### config.mk
export PLATFORM = sky130hd
export DESIGN_NAME = frac_block_feeder
export DESIGN_NICKNAME = d
export VERILOG_FILES = /design/src/rtl/frac_block_feeder_pkg.sv /design/src/rtl/frac_addr_gen.sv /design/src/rtl/frac_block_feeder.sv
export SDC_FILE = /design/constraint.sdc
export NUM_CORES = 1
export LEC_CHECK = 0
export CAP_MARGIN = 20
export CORE_MARGIN = 2
export CORE_UTILIZATION = 44
export DETAILED_ROUTE_END_ITERATION = 10
export GPL_TIMING_DRIVEN = 0
export PLACE_DENSITY = 0.81
export SLEW_MARGIN = 20
export SYNTH_ARGS = -nofsm -noshare
export SYNTH_HDL_FRONTEND = slang
export SYNTH_SLANG_ARGS = --single-unit
### constraint.sdc
create_clock -name clk -period 3 [get_ports clk]
set_input_delay 0.3 -clock clk [delete_from_list [all_inputs] [get_ports clk]]
set_output_delay 0.3 -clock clk [all_outputs]
set_load 0.005 [all_outputs]
### src/rtl/frac_block_feeder_pkg.sv
// Shared constants and types for the 8x8 row-streaming interface between the
// frame-buffer feeder and the fractional MV search engine.
package frac_block_feeder_pkg;

  localparam int ROWS       = 8;
  localparam int PIX_W      = 8;
  localparam int ROW_W      = 64;
  localparam int ADDR_W_DEF = 16;
  localparam int ROW_IDX_W  = 3;

  typedef logic [ROW_IDX_W-1:0] row_idx_t;

  typedef enum logic [1:0] {
    ST_IDLE  = 2'd0,
    ST_ISSUE = 2'd1,
    ST_DRAIN = 2'd2,
    ST_DONE  = 2'd3
  } feed_state_t;

endpackage

### src/rtl/frac_addr_gen.sv
// Latches the current/reference block base addresses on load and turns a row
// index into the pair of word addresses for that row (all arithmetic wraps).
module frac_addr_gen
  import frac_block_feeder_pkg::*;
#(
  parameter int ADDR_W = ADDR_W_DEF,
  parameter int STRIDE = 40
) (
  input  logic              clk,
  input  logic              reset,
  input  logic              load,
  input  logic [ADDR_W-1:0] blk_x,
  input  logic [ADDR_W-1:0] blk_y,
  input  logic [ADDR_W-1:0] ref_off,
  input  row_idx_t          row,
  output logic [ADDR_W-1:0] cur_addr,
  output logic [ADDR_W-1:0] ref_addr
);

  localparam logic [ADDR_W-1:0] BLK_STEP = ADDR_W'(ROWS * STRIDE);
  localparam logic [ADDR_W-1:0] ROW_STEP = ADDR_W'(STRIDE);

  logic [ADDR_W-1:0] cur_base;
  logic [ADDR_W-1:0] ref_base;
  logic [ADDR_W-1:0] cur_base_nxt;
  logic [ADDR_W-1:0] row_off;

  // ref_off is two's complement, so a plain modular add gives the signed offset
  assign cur_base_nxt = blk_y * BLK_STEP + blk_x;
  assign row_off      = {{(ADDR_W-ROW_IDX_W){1'b0}}, row} * ROW_STEP;

  always_ff @(posedge clk or negedge reset) begin
    if (!reset) begin
      cur_base <= '0;
      ref_base <= '0;
    end else if (load) begin
      cur_base <= cur_base_nxt;
      ref_base <= cur_base_nxt + ref_off;
    end
  end

  assign cur_addr = cur_base + row_off;
  assign ref_addr = ref_base + row_off;

endmodule

### src/rtl/frac_block_feeder.sv
// Fetches one 8x8 current/reference block pair from the frame memories and
// streams it one row per cycle to the fractional search engine.
//
// state | meaning
// IDLE  | waiting for start; bases latched when start is accepted
// ISSUE | one cur/ref read pair per cycle, rows 0..7 in order
// DRAIN | reads finished, waiting for the last row to be emitted
// DONE  | one-cycle done pulse; start ignored
module frac_block_feeder
  import frac_block_feeder_pkg::*;
#(
  parameter int ADDR_W = ADDR_W_DEF,
  parameter int STRIDE = 40,
  parameter int RD_LAT = 1,
  parameter int ROWS   = 8
) (
  input  logic              clk,
  input  logic              reset,
  input  logic              start,
  input  logic [ADDR_W-1:0] blk_x,
  input  logic [ADDR_W-1:0] blk_y,
  input  logic [ADDR_W-1:0] ref_off,
  output logic              cur_rd_en,
  output logic [ADDR_W-1:0] cur_rd_addr,
  input  logic [ROW_W-1:0]  cur_rd_data,
  output logic              ref_rd_en,
  output logic [ADDR_W-1:0] ref_rd_addr,
  input  logic [ROW_W-1:0]  ref_rd_data,
  output logic [ROW_W-1:0]  filter_pix,
  output logic [ROW_W-1:0]  ref_pix,
  output logic              input_ready,
  output logic              busy,
  output logic              done
);

  localparam row_idx_t LAST_ROW = ROW_IDX_W'(ROWS - 1);
  localparam row_idx_t ROW_INC  = ROW_IDX_W'(1);

  feed_state_t       state;
  feed_state_t       state_nxt;
  row_idx_t          issue_row;
  row_idx_t          emit_row;
  logic [RD_LAT-1:0] vld_pipe;
  logic              rd_ret;
  logic              last_emit;
  logic              rd_en;
  logic              load;
  logic [ADDR_W-1:0] cur_addr;
  logic [ADDR_W-1:0] ref_addr;

  frac_addr_gen #(
    .ADDR_W (ADDR_W),
    .STRIDE (STRIDE)
  ) u_addr_gen (
    .clk      (clk),
    .reset    (reset),
    .load     (load),
    .blk_x    (blk_x),
    .blk_y    (blk_y),
    .ref_off  (ref_off),
    .row      (issue_row),
    .cur_addr (cur_addr),
    .ref_addr (ref_addr)
  );

  always_comb begin
    state_nxt = state;
    rd_en     = 1'b0;
    load      = 1'b0;
    busy      = 1'b1;
    done      = 1'b0;
    case (state)
      ST_IDLE: begin
        busy = 1'b0;
        if (start) begin
          load      = 1'b1;
          state_nxt = ST_ISSUE;
        end
      end
      ST_ISSUE: begin
        rd_en = 1'b1;
        if (issue_row == LAST_ROW) state_nxt = ST_DRAIN;
      end
      ST_DRAIN: begin
        if (last_emit) state_nxt = ST_DONE;
      end
      ST_DONE: begin
        done      = 1'b1;
        state_nxt = ST_IDLE;
      end
      default: state_nxt = ST_IDLE;
    endcase
  end

  assign cur_rd_en   = rd_en;
  assign ref_rd_en   = rd_en;
  assign cur_rd_addr = rd_en ? cur_addr : '0;
  assign ref_rd_addr = rd_en ? ref_addr : '0;

  // A read's valid bit leaves the pipe in the cycle its data is on the bus
  assign rd_ret = vld_pipe[RD_LAT-1];

  always_ff @(posedge clk or negedge reset) begin
    if (!reset) begin
      state       <= ST_IDLE;
      issue_row   <= '0;
      emit_row    <= '0;
      vld_pipe    <= '0;
      last_emit   <= 1'b0;
      input_ready <= 1'b0;
      filter_pix  <= '0;
      ref_pix     <= '0;
    end else begin
      state       <= state_nxt;
      vld_pipe    <= RD_LAT'({vld_pipe, rd_en});
      input_ready <= rd_ret;
      last_emit   <= rd_ret && (emit_row == LAST_ROW);
      if (rd_en) issue_row <= issue_row + ROW_INC;
      if (rd_ret) begin
        emit_row   <= emit_row + ROW_INC;
        filter_pix <= cur_rd_data;
        ref_pix    <= ref_rd_data;
      end
    end
  end

endmodule

==> flow_summary_export.csv, run 1 <==
group,metric,value,unit
layout,final_area,13900,µm²
setup_path,crit_family,"adder cells",
layout,seq_area,4280,µm²
global_route,antenna_found_initial,0,
floorplan,die_h,144,µm
setup_path,path_buf_inv,2,
global_route,grt_start_max_net_pins,92,
timing,finalCritPeriodShare,1.14,
route,num_vias,7008,
route,post-route-drc-count,0,
synth,synthesis.area,8600,µm²
placed_design,detailed_place_hpwl,18900,µm
setup_path,reg2reg_from,"rd_ret$_DFF_PN0_",
floorplan,start_util,0.445,
synth,postSynthCellCount,685,
setup_path,cp_cell_sequence,"buf_8 -> ha_4 -> buf_6 -> fa_2 -> a21o_1 -> a21oi_2 -> xnor2_1 -> ha_2 -> nor3_1 -> a21oi_2 -> xor2_1 -> ha_1 -> a21o_1 -> mux2_4 -> a211oi_2 -> xor2_1 -> o21ai_1",
timing,rsz0062_at_grt,"true",
power,power.density,438,nW/µm²
setup_path,worstPathArrival,3720,ps
timing,setup_slack,-426,ps
route,wl_per_cell,19.5,µm
synth,syn_avg_cell_area,12.5,µm²
route,ant_nets,0,
floorplan,dieWidth,144,µm
layout,nets,1326,
synth,yosysWarningCount,0,
placed_design,place_area,12400,µm²
synth,ys_seq_area_frac,0.498,
floorplan,rows,51,
global_route,gr-total-overflow,0,
synth,ys_top_cells_by_area,"dfrtp_1, mux2_2, ha_1",
hold_path,min_from,"blk_x[6]",
global_route,grt_usage,0.257,
layout,drive_above_1_share,0.297,
timing,drv_slew,0,
layout,syn_to_final_growth,61.1,%
layout,multiInputGateArea,4750,µm²
run_status,outcome,"complete, but fails checks",
synth,ys.flop_type,"dfrtp_1",
run_status,violations,"setup timing",
synth,synth_cell_types,45,
layout,fin_util,0.716,
route,viasPerCell,5.16,
global_route,grt_pass1_wl,40100,µm
timing,setup_viol,14,
clock_tree,htreeDepth,4,
clock_tree,clk_pin_slew,70,ps
setup_path,cpMaxStageDelayCell,"fa_2",
floorplan,dieArea,20700,µm²
setup_path,critPathKind,"in2reg",
clock_tree,cts_made_buffers,17,
timing,tightest_slew,733,ps
global_route,grt_pass1_vias,7437,
synth,async_flop_share,1.00,
power,p_leak,6.30,nW
synth,synth-edff-count,0,
route,wirelength,26500,µm
timing,slew_headroom,0.512,
layout,fill_cells,1337,
setup_path,startpoint_type,"input port",
timing,fmax,0.292,GHz
setup_path,crit_path_max_fanout,3,
timing,hold_violations,0,
setup_path,worst_ep_required_time,3300,ps
setup_path,crit_start,"blk_y[4]",
setup_path,endpoint_kind,"register",
hold_path,min_path_type,"in2reg",
timing,finClkSkew,15.5,ps
floorplan,coreArea,19300,µm²
layout,antenna_cells_inserted,0,
clock_tree,clockBufferDepth,2,
timing,fin_crit,3430,ps
synth,syn_nets,930,
route,drt_iter0_drc,275,
floorplan,ios,344,
placed_design,dp_slack,-1370,ps
route,firstDrtPassIters,4,
clock_tree,cts_tree,"done",
synth,synth_top_area_frac,0.498,
clock_tree,cts_root_buffer,"clkbuf_16",
placed_design,place_inst,1288,
clock_tree,clk_latency,440,ps
layout,final_cells,1359,
power,total_power,6.07,mW
setup_path,critPathMaxStageDelay,400,ps
placed_design,portBuffers,337,
synth,synth.ff_latch_count,171,
job,max_cap_violations,0,
power,peakVddDrop,0.422,mV
clock_tree,cts.sinks,171,
synth,yosys.area.top_type,"dfrtp_1",
placed_design,gp_congestion,0.841,
[through the flow]
stage,TNS (ps),hold WS [ps]
floorplan,-575,4.41
global placement,-955950,361
detailed placement,-8380,342
CTS,-1080,339
global route,-3300,327
finish,-1780,325
[cells in the mapped netlist, types with 2 or more instances]
library cell / number
mux2_2: 150
a211oi_2: 3
o21ai_0: 27
nor3b_1: 4
and3_1: 4
a21o_1: 13
clkbuf_1: 19
o21bai_1: 10
fa_1: 5
o211ai_1: 3
nand2_1: 29
nand3_1: 5
ha_1: 61
o31ai_1: 3
xnor2_1: 31
or2_2: 3
o21a_1: 2
o21ai_1: 2
inv_1: 18
a21oi_1: 36
dfrtp_1: 171
nor2_1: 25
and2_1: 12
nor3_1: 5
or3_1: 8
buf_1: 4
nor4b_1: 3
xor2_1: 8
nor2b_1: 3
a211oi_1: 3
[layer usage]
metal / global-route usage / share of wire / up-vias / routed length, µm
met2: 0.442 / 0.51 / 275 / 13400
met5: 0 / 0 / - / 0
li1: - / - / 3247 / -
met1: 0.290 / 0.38 / 3420 / 10200
met3: 0.0840 / 0.070 / 66 / 1850
met4: 0.118 / 0.038 / 0 / 1020
[layout make-up]
cell class | count | area share
multi-input cells | 472 | 0.343
inverters | 18 | 0.00524
flip-flops and latches | 171 | 0.309
well taps | 265 | 0.0239
plain buffers | 24 | 0.00677
clock inverters | 15 | 0.0156
clock buffers | 17 | 0.0307
repair buffers | 377 | 0.265
[path summary, 6_finish.rpt]
check / to / slack (ps) / depth (start not counted)
worst max-delay path: u_addr_gen.ref_base[15]$_DFFE_PN0P_ / -430 / 17
worst min-delay path: u_addr_gen.cur_base[6]$_DFFE_PN0P_ / 320 / 3
worst max register to register: ref_pix[61]$_DFFE_PN0P_ / 710 / 4
worst min register to register: input_ready$_DFF_PN0_ / 400 / 0
max in group asynchronous: ref_pix[21]$_DFFE_PN0P_ / 1660 / 3
min in group asynchronous: filter_pix[5]$_DFFE_PN0P_ / 430 / 2
[what timing repair did]
item	CTS	global route
setup buffers	30	8
endpoints found under the hold margin	80	0
hold buffers	1	0
resized for setup	153	38
pin swaps	56	39
setup endpoints to repair	24	21
[layout by cell type (no fill, tap or decap), drive strengths merged, types with 2 or more instances in the layout]
master / netlist / routed
a211oi: 6 / 6
a21o: 14 / 14
a21oi: 36 / 36
and2: 12 / 12
and3: 4 / 4
buf: 5 / 64
clkbuf: 19 / 37
clkdlybuf4s50: 0 / 310
clkinv: 0 / 8
dfrtp: 171 / 171
dlygate4sd2: 0 / 4
fa: 5 / 5
ha: 61 / 61
inv: 18 / 23
mux2: 150 / 150
nand2: 29 / 29
nand3: 5 / 5
nor2: 25 / 25
nor2b: 3 / 3
nor3: 5 / 5
nor3b: 4 / 4
nor4b: 3 / 3
o211ai: 3 / 3
o21a: 2 / 2
o21ai: 29 / 29
o21bai: 10 / 10
o31ai: 3 / 3
or2: 3 / 3
or3: 8 / 8
xnor2: 31 / 31
xor2: 8 / 8
[flip-flops by register name, summed over array words and instances (netlist names)]
signal and count:
last_emit 1, filter_pix 64, ref_pix 64, emit_row 3, input_ready 1, u_addr_gen.cur_base 16, rd_ret 1, u_addr_gen.ref_base 16
state 2, issue_row 3
[report_power, final]
group | internal [mW] | total, mW | leakage [nW] | switching [mW]
Clock | 1.22 | 2.33 | 0.305 | 1.11
Sequential | 2.30 | 2.30 | 2.38 | 0
Combinational | 0.785 | 1.43 | 3.62 | 0.649
[worst min-delay path, stage by stage]
cell and delay (ps):
dlymetal6s2s_1 130, ha_4 150, mux2_2 130
[kinds of logic after synthesis]
| family | Yosys count | synth area share |
|---|---|---|
| buffers and inverters | 42 | 0.0188 |
| AO/OA/AOI/OAI | 113 | 0.0859 |
| adder cells (fa/ha/maj) | 66 | 0.100 |
| XOR/XNOR | 39 | 0.0397 |
| AND/OR/NAND/NOR | 104 | 0.0608 |
| flip-flops | 171 | 0.498 |
| multiplexers | 150 | 0.197 |
Note: power is estimated with default switching activity, not from simulation.
==> inputs of run 2 (changes only) <==
Settings changed: SLEW_MARGIN 20 to 25.
==> flow_summary_export.csv, run 2 (same netlist as run 1, synthesis figures left out) <==
group,metric,value,unit
timing,finalCritPeriodShare,1.09,
setup_path,crit_top_cell,"a21oi_2",
power,peakVddDrop,0.465,mV
route,num_vias,7007,
clock_tree,cts_root_buffer,"clkbuf_16",
timing,holdWs,335,ps
route,wirelength,26400,µm
setup_path,crit_path_max_fanout,3,
power,total_power,5.92,mW
route,firstDrtPassIters,5,
setup_path,cp_cell_sequence,"buf_8 -> ha_4 -> ha_4 -> fa_2 -> a21o_1 -> a21oi_2 -> xnor2_1 -> ha_2 -> a21oi_2 -> a21oi_2 -> xor2_1 -> ha_1 -> a21o_1 -> mux2_4 -> a211oi_2 -> xor2_1 -> o21ai_1",
floorplan,dieArea,20700,µm²
placed_design,dp_slack,-1360,ps
floorplan,dieWidth,144,µm
setup_path,crit_family,"adder cells",
floorplan,die_h,144,µm
floorplan,ios,344,
hold_path,min_path_type,"in2reg",
route,drt_iter0_drc,296,
setup_path,cpMaxStageDelayCell,"fa_2",
timing,setup_viol,7,
timing,fmax,0.307,GHz
placed_design,portBuffers,337,
timing,setup_slack,-260,ps
clock_tree,htreeDepth,4,
global_route,grt_usage,0.253,
layout,final_common_cell,"clkdlybuf4s50_1",
setup_path,rr_worst_depth,4,
setup_path,worst_ep_required_time,3280,ps
global_route,grt_pass1_vias,7429,
power,power.density,428,nW/µm²
clock_tree,cts_tree,"done",
setup_path,critPathMaxStageDelay,380,ps
timing,fin_crit,3260,ps
timing,finClkSkew,17.6,ps
layout,syn_to_final_growth,60.9,%
floorplan,rows,51,
setup_path,startpoint_type,"input port",
route,ant_nets,0,
layout,drive_above_1_share,0.301,
layout,nets,1326,
global_route,gr-total-overflow,0,
setup_path,path_buf_inv,1,
power,p_leak,6.30,nW
clock_tree,cts_made_buffers,17,
timing,rsz0062_at_grt,"true",
timing,hold_violations,0,
setup_path,path_depth,17,
layout,layout_common_cells,"clkdlybuf4s50_1, dfrtp_1, mux2_2",
timing,tightest_slew,759,ps
clock_tree,clk_pin_slew,70,ps
job,max_cap_violations,0,
placed_design,gp_congestion,0.841,
floorplan,start_util,0.445,
timing,slew_headroom,0.494,
timing,drv_slew,0,
layout,largest_registers,"filter_pix x64, ref_pix x64",
route,wl_per_cell,19.4,µm
placed_design,detailed_place_hpwl,19000,µm
clock_tree,cts.sinks,171,
global_route,antenna_found_initial,1,
setup_path,critPathKind,"in2reg",
route,viasPerCell,5.15,
setup_path,worstPathArrival,3540,ps
run_status,outcome,"complete, but fails checks",
hold_path,hold_depth,3,
setup_path,r2r_slack,720,ps
floorplan,coreArea,19300,µm²
clock_tree,clockBufferDepth,2,
route,post-route-drc-count,0,
global_route,grt_start_max_net_pins,91,
run_status,violations,"setup timing",
global_route,grt_pass1_wl,39700,µm
clock_tree,clk_latency,430,ps
setup_path,endpoint_kind,"register",
run 2: cell count changes in the layout (fill, tap and decap cells not counted), sizes merged:
cell | previous run | this run
diode | 0 | 1
clkinv | 8 | 6
dlymetal6s2s | 1 | 3
clkdlybuf4s15 | 1 | 0
buf | 64 | 61
clkbuf | 37 | 40
inv | 23 | 26
dlygate4sd2 | 4 | 3
bufinv | 1 | 0
run 2: worst paths after layout:
check / from / end
worst max-delay path: blk_y[3] / u_addr_gen.ref_base[15]$_DFFE_PN0P_
worst min-delay path: blk_x[6] / u_addr_gen.cur_base[6]$_DFFE_PN0P_
worst max register to register: rd_ret$_DFF_PN0_ / ref_pix[61]$_DFFE_PN0P_
worst min register to register: rd_ret$_DFF_PN0_ / input_ready$_DFF_PN0_
max in group asynchronous: reset / filter_pix[0]$_DFFE_PN0P_
min in group asynchronous: reset / filter_pix[35]$_DFFE_PN0P_
run 2: metal layers:
metal	share of wire	GRT usage	up-vias
met1	0.37	0.281	3424
met2	0.51	0.435	269
li1	-	-	3239
met4	0.040	0.110	2
met5	0.0013	0.0125	-
met3	0.080	0.0910	73
run 2: final cells by class:
class,count,area (µm²)
flip-flops and latches,171,4280
fillers,1352,5500
plain buffers,24,93.8
well taps,265,332
diodes,1,2.50
repair buffers,377,3660
clock buffers,17,425
inverters,18,72.6
multi-input cells,472,4780
clock inverters,15,193
run 2: metrics by stage:
step / utilization / instance area, µm² / cells / setup TNS (ps)
3_3_place_gp: 0.641 / 12400 / 1287 / -955950
6_report: 0.716 / 13800 / 1360 / -681
5_1_grt: 0.716 / 13800 / 1360 / -1590
2_1_floorplan: - / 8680 / 685 / -575
4_1_cts: 0.703 / 13600 / 1349 / -467
3_5_place_dp: 0.642 / 12400 / 1288 / -8290
run 2: worst min-delay path, cell delays in order:
cell            delay, ps
dlymetal6s2s_1         90
ha_2                  180
mux2_2                150
run 2: what timing repair did:
item / 4_1_cts / 5_1_grt
pin swaps: 49 / 59
gates resized for setup: 135 / 53
hold endpoints to repair: 81 / 0
buffers inserted: 28 / 10
setup endpoints to repair: 25 / 21
hold buffers: 1 / 0
run 2: power breakdown:
group          switching [mW]  internal (mW)
Combinational           0.608          0.739
Sequential                  0           2.30
Clock                    1.12           1.15
Total                    1.73           4.19
==> inputs of run 3 (changes only) <==
Settings changed: CORE_MARGIN 2 to 1, GPL_ROUTABILITY_DRIVEN from default to 0.
==> flow_summary_export.csv, run 3 (same netlist as run 1, synthesis figures left out) <==
group,metric,value,unit
timing,setup_viol,11,
route,post-route-drc-count,0,
route,m1WireLength,9530,µm
setup_path,critPathKind,"in2reg",
floorplan,start_util,0.453,
route,wl_per_cell,19.3,µm
timing,fin_crit,3300,ps
layout,final_common_cell,"clkdlybuf4s50_1",
timing,slew_headroom,0.475,
global_route,grt_pass1_wl,39000,µm
clock_tree,cts.sinks,171,
route,route.met2.wl,13900,µm
setup_path,endpoint_kind,"register",
route,ant_nets,0,
route,num_vias,6996,
power,seqPwrFrac,0.387,
route,met3_wirelength,2010,µm
global_route,grt_usage,0.258,
floorplan,dieWidth,142,µm
layout,drive_above_1_share,0.296,
floorplan,rows,50,
global_route,gr-total-overflow,0,
hold_path,min_path_type,"in2async",
setup_path,crit_path_max_fanout,3,
setup_path,timing.rr.end,"ref_pix[60]$_DFFE_PN0P_",
global_route,antenna_found_initial,3,
floorplan,coreArea,19000,µm²
power,p_sw_frac,0.272,
route,drt_iter0_drc,210,
run_status,outcome,"complete, but fails checks",
timing,drv_slew,0,
clock_tree,clk_latency,420,ps
timing,finClkSkew,11.9,ps
floorplan,die_h,142,µm
power,power.density,428,nW/µm²
clock_tree,cts_tree,"done",
route,viasPerCell,5.15,
route,wirelength,26200,µm
power,power_switching,1.62,mW
setup_path,rr_worst_depth,4,
layout,syn_to_final_growth,61.5,%
placed_design,dp_slack,-1460,ps
clock_tree,cts_root_buffer,"clkbuf_16",
clock_tree,clk_pin_slew,70,ps
run_status,violations,"setup timing",
route,top_layer,"met4",
job,max_cap_violations,0,
route,firstDrtPassIters,4,
setup_path,worstPathArrival,3570,ps
global_route,grt_start_max_net_pins,80,
power,p_comb_frac,0.235,
layout,fill_cells,1274,
timing,fmax,0.303,GHz
timing,finalCritPeriodShare,1.10,
layout,largest_registers,"filter_pix x64, ref_pix x64",
layout,layout_common_cells,"clkdlybuf4s50_1, dfrtp_1, mux2_2",
placed_design,portBuffers,337,
setup_path,startpoint_type,"input port",
timing,holdWs,313,ps
placed_design,detailed_place_hpwl,19100,µm
timing,setup_slack,-298,ps
power,peakVddDrop,0.370,mV
timing,rsz0062_at_grt,"true",
setup_path,r2r_slack,800,ps
timing,tightest_slew,788,ps
global_route,grt_pass1_vias,7401,
floorplan,dieArea,20100,µm²
setup_path,worst_ep_required_time,3280,ps
timing,hold_violations,0,
floorplan,ios,344,
clock_tree,cts_made_buffers,17,
power,p_leak,6.33,nW
power,clkPwrFrac,0.378,
power,p_int,4.33,mW
clock_tree,htreeDepth,4,
clock_tree,clockBufferDepth,2,
timing,finalSetupTns,-1110,ps
setup_path,reg2reg_from,"rd_ret$_DFF_PN0_",
layout,nets,1327,
## run 3: changes by cell type in the layout (fill, tap and decap cells not counted), moves of 3 or more
cell	change
a21oi_1	+3
a21oi_2	-3
buf_4	-6
buf_6	+4
clkinv_8	-5
diode_2	+3
inv_6	+4
## run 3: layout make-up
class	count	area, µm²	area share
clock inverter	12	149	0.0107
buffer	24	93.8	0.00676
tap	260	325	0.0234
antenna	4	10.0	0.000721
clock buffer	20	447	0.0322
sequential	171	4280	0.308
multi-input combinational	472	4790	0.345
timing repair buffer	378	3710	0.267
inverter	18	72.6	0.00523
## run 3: how the worst max path moves through the flow
stage,from,end,slack [ps],cells after the start
2_1_floorplan,blk_y[1],u_addr_gen.ref_base[15]$_DFFE_PN0P_,-510,16
3_3_place_gp,reset,filter_pix[25]$_DFFE_PN0P_,-5620,1
3_5_place_dp,blk_y[1],u_addr_gen.ref_base[15]$_DFFE_PN0P_,-1460,17
4_1_cts,blk_y[3],u_addr_gen.ref_base[15]$_DFFE_PN0P_,-300,17
5_1_grt,blk_y[3],u_addr_gen.ref_base[15]$_DFFE_PN0P_,-430,17
6_report,blk_y[3],u_addr_gen.ref_base[15]$_DFFE_PN0P_,-300,17
## run 3: what timing repair did
action | CTS | global route
pin swaps | 53 | 37
buffers inserted | 28 | 10
hold buffers | 1 | 0
endpoints found under the setup margin | 24 | 20
hold endpoints to repair | 21 | 0
gates resized for setup | 145 | 42
## run 3: power groups by stage
stage	registers, mW	logic (mW)	clock network [mW]
final	2.30	1.40	2.25
after global routing	2.30	1.52	2.38
after CTS	2.30	1.32	2.29
after detailed placement	2.35	1.13	0
after global placement	2.35	1.10	0
after floorplan	2.35	0.694	0
## run 3: worst max-delay path: stages
cell and delay (ps):
buf_8 100, ha_4 230, ha_4 160, fa_2 380, a21o_1 180, a21oi_2 130, xnor2_1 80, ha_2 330
a21oi_2 50, a21oi_2 210, xor2_4 230, ha_4 230, a21o_1 190, mux2_4 310, a211oi_4 180, xor2_1 180
o21ai_1 70
## run 3: routing by layer
layer / GRT usage / up-vias
li1: - / 3242
met1: 0.270 / 3466
met2: 0.471 / 245
met3: 0.0928 / 43
met4: 0.0945 / 0
met5: 0 / -
## run 3: per-stage QoR
| step | std cells | area (µm²) | power, mW | utilization |
|---|---|---|---|---|
| 6_report | 1359 | 13900 | 5.95 | 0.732 |
| 2_1_floorplan | 685 | 8680 | 3.04 | - |
| 3_3_place_gp | 1282 | 12400 | 3.45 | 0.653 |
| 3_5_place_dp | 1284 | 12400 | 3.48 | 0.656 |
| 4_1_cts | 1345 | 13600 | 5.92 | 0.719 |
| 5_1_grt | 1358 | 13900 | 6.20 | 0.732 |
